File: config.mk
export PLATFORM = sky130hd
export DESIGN_NAME = param_fifo
export DESIGN_NICKNAME = d
export VERILOG_FILES = /design/src/rtl/param_fifo_pkg.sv /design/src/rtl/fifo_ram.sv /design/src/rtl/param_fifo.sv
export SDC_FILE = /design/constraint.sdc
export NUM_CORES = 1
export LEC_CHECK = 0
export BUFFER_PORTS_ARGS = -buffer_cell sky130_fd_sc_hd__buf_2
export CORE_MARGIN = 2
export CORE_UTILIZATION = 34
export CTS_CLUSTER_SIZE = 10
export DETAILED_ROUTE_END_ITERATION = 10
export GPL_ROUTABILITY_DRIVEN = 1
export PLACE_DENSITY = 0.55
export SYNTH_ARGS = -nofsm -noshare
export SYNTH_HDL_FRONTEND = slang
export SYNTH_SLANG_ARGS = --single-unit
File: constraint.sdc
create_clock -name clk -period 5.5 [get_ports clk]
set_clock_uncertainty 0.1 [all_clocks]
set_input_delay 0.55 -clock clk [delete_from_list [all_inputs] [get_ports clk]]
set_output_delay 0.55 -clock clk [all_outputs]
set_load 0.02 [all_outputs]
File: src/rtl/param_fifo_pkg.sv
// param_fifo_pkg: shared constants and helpers for the param_fifo slice.
// Holds default word width / depth and the pointer-width helper.
package param_fifo_pkg;

    localparam int DEF_DATA_W = 8;
    localparam int DEF_DEPTH  = 16;

    // Pointer width for a power-of-two depth; never narrower than 1 bit.
    function automatic int ptr_w(input int depth);
        return (depth > 1) ? $clog2(depth) : 1;
    endfunction

endpackage

File: src/rtl/fifo_ram.sv
// fifo_ram: DEPTH x DATA_W storage, one sync write port, one sync read port.
// Ports: clk, wr_en/wr_addr/wr_data, rd_en/rd_addr -> rd_data (1-cycle, held).
module fifo_ram
    import param_fifo_pkg::*;
#(
    parameter int DATA_W = DEF_DATA_W,
    parameter int DEPTH  = DEF_DEPTH,
    parameter int AW     = ptr_w(DEF_DEPTH)
) (
    input  logic              clk,
    input  logic              wr_en,
    input  logic [AW-1:0]     wr_addr,
    input  logic [DATA_W-1:0] wr_data,
    input  logic              rd_en,
    input  logic [AW-1:0]     rd_addr,
    output logic [DATA_W-1:0] rd_data
);

    logic [DATA_W-1:0] mem [DEPTH];

    // Read-before-write: a read and write to the same address on one edge
    // returns the old word, which is what a full FIFO read+write needs.
    always_ff @(posedge clk) begin
        if (wr_en) begin
            mem[wr_addr] <= wr_data;
        end
        if (rd_en) begin
            rd_data <= mem[rd_addr];
        end
    end

endmodule

File: src/rtl/param_fifo.sv
// param_fifo: synchronous FIFO with registered read data and level flags.
// Ports: clk, rst (async, active-low), we/re, data_in -> data_out,
//   full/empty, almost_full/almost_empty, count (0..DEPTH).
// Optional: PARAM_FIFO_ERR_FLAGS_EN adds sticky overflow/underflow outputs.
module param_fifo
    import param_fifo_pkg::*;
#(
    parameter int DATA_W   = DEF_DATA_W,
    parameter int DEPTH    = DEF_DEPTH,
    parameter int AF_LEVEL = DEPTH - 2,
    parameter int AE_LEVEL = 2
) (
    input  logic                       clk,
    input  logic                       rst,
    input  logic                       we,
    input  logic                       re,
    input  logic [DATA_W-1:0]          data_in,
    output logic [DATA_W-1:0]          data_out,
    output logic                       full,
    output logic                       empty,
    output logic                       almost_full,
    output logic                       almost_empty,
    output logic [$clog2(DEPTH):0]     count
`ifdef PARAM_FIFO_ERR_FLAGS_EN
    ,
    output logic                       overflow,
    output logic                       underflow
`endif
);

    localparam int PW = ptr_w(DEPTH);
    localparam int CW = $clog2(DEPTH) + 1;

    localparam logic [CW-1:0] FULL_C = CW'(DEPTH);
    localparam logic [CW-1:0] AF_C   = CW'(AF_LEVEL);
    localparam logic [CW-1:0] AE_C   = CW'(AE_LEVEL);

    logic [PW-1:0]     wr_ptr;
    logic [PW-1:0]     rd_ptr;
    logic              wr_acc;
    logic              rd_acc;
    logic              rd_seen;
    logic [DATA_W-1:0] ram_q;

    assign full         = (count == FULL_C);
    assign empty        = (count == '0);
    assign almost_full  = (count >= AF_C);
    assign almost_empty = (count <= AE_C);

    // A full FIFO still takes a write when a read frees a slot the same edge.
    assign rd_acc = re && !empty;
    assign wr_acc = we && (!full || rd_acc);

    always_ff @(posedge clk or negedge rst) begin
        if (!rst) begin
            wr_ptr <= '0;
            rd_ptr <= '0;
            count  <= '0;
        end else begin
            if (wr_acc) begin
                wr_ptr <= wr_ptr + 1'b1;
            end
            if (rd_acc) begin
                rd_ptr <= rd_ptr + 1'b1;
            end
            case ({wr_acc, rd_acc})
                2'b10:   count <= count + 1'b1;
                2'b01:   count <= count - 1'b1;
                default: count <= count;
            endcase
        end
    end

    // The RAM read register has no reset, so data_out is forced to zero
    // until the first accepted read after reset reloads it.
    always_ff @(posedge clk or negedge rst) begin
        if (!rst) begin
            rd_seen <= 1'b0;
        end else if (rd_acc) begin
            rd_seen <= 1'b1;
        end
    end

    assign data_out = rd_seen ? ram_q : '0;

    fifo_ram #(
        .DATA_W (DATA_W),
        .DEPTH  (DEPTH),
        .AW     (PW)
    ) u_ram (
        .clk     (clk),
        .wr_en   (wr_acc),
        .wr_addr (wr_ptr),
        .wr_data (data_in),
        .rd_en   (rd_acc),
        .rd_addr (rd_ptr),
        .rd_data (ram_q)
    );

`ifdef PARAM_FIFO_ERR_FLAGS_EN
    always_ff @(posedge clk or negedge rst) begin
        if (!rst) begin
            overflow  <= 1'b0;
            underflow <= 1'b0;
        end else begin
            if (we && !wr_acc) begin
                overflow <= 1'b1;
            end
            if (re && !rd_acc) begin
                underflow <= 1'b1;
            end
        end
    end
`endif

endmodule
==> metrics.cfg <==
[drt]
drc=0
drt-met1-wl_um=5640
drt_iter0_drc=186
met3_length_um=550
vias=3079
wl_per_cell_um=18.2
topRoutingLayerUsed=met3
drt_wl_total_um=11400
ant_nets=0
drtPass1Iterations=7
wl_met2_um=5250
viasPerCell=4.90

[sta]
relSlewSlack=0.336
finalSetupViolCount=0
rsz0062_at_grt=false
fin_crit_ps=3160
timing.fmax_ghz=0.316
fin_tns_setup_ps=0
final_max_slew_viol_count=0
hold_viol=0
period_share=0.575
tightest_slew_ps=996

[worst_setup_path]
reg2reg_to=count[4]
max_stage_delay_ps=420
critPathSlowestCell=dfrtp_1
crit_top_cell=ha_1
worstPathCellList=or3_1 -> or3_4 -> nand2_4 -> inv_4 -> ha_1 -> ha_1 -> nor2b_1 -> o21ai_0 -> a21oi_1 -> or3b_1 -> xnor2_1
cp-start-kind=flop
worstSetupEndpointType=flop
reg2reg_depth=11
worst-path-buf-inv=1
path_class=reg2reg
cp_max_fo=12
path_delay_family=simple AND/OR/NAND/NOR gates
rrSetupSlack_ps=2340
required_ps=5700
rr_startpoint=count[4]
cp_data_arrival_time_ps=3360

[global_routing]
grt_pass1_wl_um=17700
track_usage=0.131
grt_antenna_before_repair=0
overflow=0
grt_pass1_vias=3107
grt_max_degree=28

[clock_tree]
cts_root_buffer=clkbuf_16
clk_pin_slew_worst_paths_ps=60
htreeDepth=4
cts_setup_buffers=0
cts_made_buffers=17
cts_hold_buf=1
cts_resized=0
cts.sink_count=150
clk_latency_ps=420
cts_buffer_depth=2
cts_tree=yes

[layout]
n_fill_cell=1581
drive_gt1_frac=0.233
layout_common_cells=edfxtp_1 (136), buf_2 (28), mux2i_1 (25)
final_util=0.406
area_growth_pct=16.0
antenna_cells=0
nNetsFinal=415
final_common_cell=edfxtp_1

[pwr]
power.density_nw_per_um2=538
ir_drop_uv=281
leakage_nw=2.47

[floorplan]
start_util=0.350
die_h_um=138
die_x_um=138
core-area_um2=17400
dieArea_um2=19000
rows=48
io_pins=29

[logic_synthesis]
synth.largest_area_cell=edfxtp_1
ys_ff_latch=150
synth.avg_cell_area_um2=17.1
synth_fp_nets=378
synth_seq_area_share=0.728
ys_types=37
synth_top_area_share=0.670
syn_inst=356
syn_area_um2=6090
ys_warn_count=0
yosys-top-cells-area=edfxtp_1 (67%), mux4_2 (5.9%), dfrtp_1 (5.7%)

[hold_path]
hold_depth=3
min_to=rd_seen
min_from=re
hp-class=in2reg

[place]
port_buffers=28
globalplace.congestion=0.755
dp.final_hpwl_um=7610

[job]
drv_cap=0

[outcome]
status=finished, final reports clean

## state kept, by name (all words and copies together) (netlist names)
register / count
u_ram.rd_data: 8
count: 5
rd_ptr: 4
rd_seen: 1
u_ram.mem: 128
wr_ptr: 4
## report_power, final
part           switching (mW)  internal, mW  total, mW
Combinational           0.580         0.448       1.03
Sequential              0.191          1.44       1.63
Clock                   0.436         0.709       1.15
## worst max-delay path by stage
stage,start,to,depth (start not counted)
after floorplan,count[4],count[4],11
after global placement,count[4],count[4],11
after detailed placement,count[4],count[4],11
after CTS,count[4],count[4],11
after global routing,count[4],count[4],11
final,count[4],count[4],11
## routing by layer
metal | vias up | global-route usage
met5 | - | 0
met4 | 0 | 0.0527
met3 | 0 | 0.0362
met2 | 73 | 0.195
met1 | 1552 | 0.184
li1 | 1454 | -
## cells in the mapped netlist (all sizes together)
master    n
mux4     16
a21oi    11
nor4      1
o21ai    20
clkbuf    6
o21a      1
or3b      1
dfrtp    14
buf      11
nand3     2
mux2      8
a21o      1
edfxtp  136
a22oi     8
a31o      1
nor2     12
and2      9
nand2    23
mux2i    25
ha        9
inv      10
nand4     1
xnor2     8
nor3      4
nor2b     2
xor2      2
nand2b    3
a221oi    8
fa        1
or3       2
## layout make-up
cell class / instances / area [um^2] / area share
Clock buffer: 18 / 429 / 0.0607
Clock inverter: 12 / 155 / 0.0219
Inverter: 10 / 40.0 / 0.00566
Multi-Input combinational cell: 179 / 1530 / 0.217
Sequential cell: 150 / 4440 / 0.627
Tap cell: 225 / 282 / 0.0398
Timing Repair Buffer: 35 / 195 / 0.0276
## stage by stage
stage | hold WS, ps | instances | power, mW | cell area (um^2) | setup WS, ps
2_1_floorplan | 154 | 356 | 2.38 | 6090 | 2450
3_5_place_dp | 387 | 598 | 2.70 | 6470 | 2340
6_report | 328 | 629 | 3.81 | 7070 | 2340
3_3_place_gp | 383 | 598 | 2.68 | 6470 | 2440
4_1_cts | 310 | 629 | 3.85 | 7070 | 2330
5_1_grt | 324 | 629 | 4.02 | 7070 | 2150
## cells by family (layout without fill, tap and decap cells)
logic type | Yosys count | after routing | share of synthesized area
and+or+nand+nor | 60 | 60 | 0.0497
DFF | 150 | 150 | 0.728
adders and majority gates | 10 | 10 | 0.0218
AOI/OAI and AO/OA | 50 | 50 | 0.0507
muxes | 49 | 49 | 0.115
xor gates and xnor gates | 10 | 10 | 0.0144
buffers and inverters | 27 | 75 | 0.0209
## worst min-delay path: stages
cell and delay [ps]:
buf_2 110, nand2_4 70, nand2b_1 70
(Power assumes the default switching activity.)
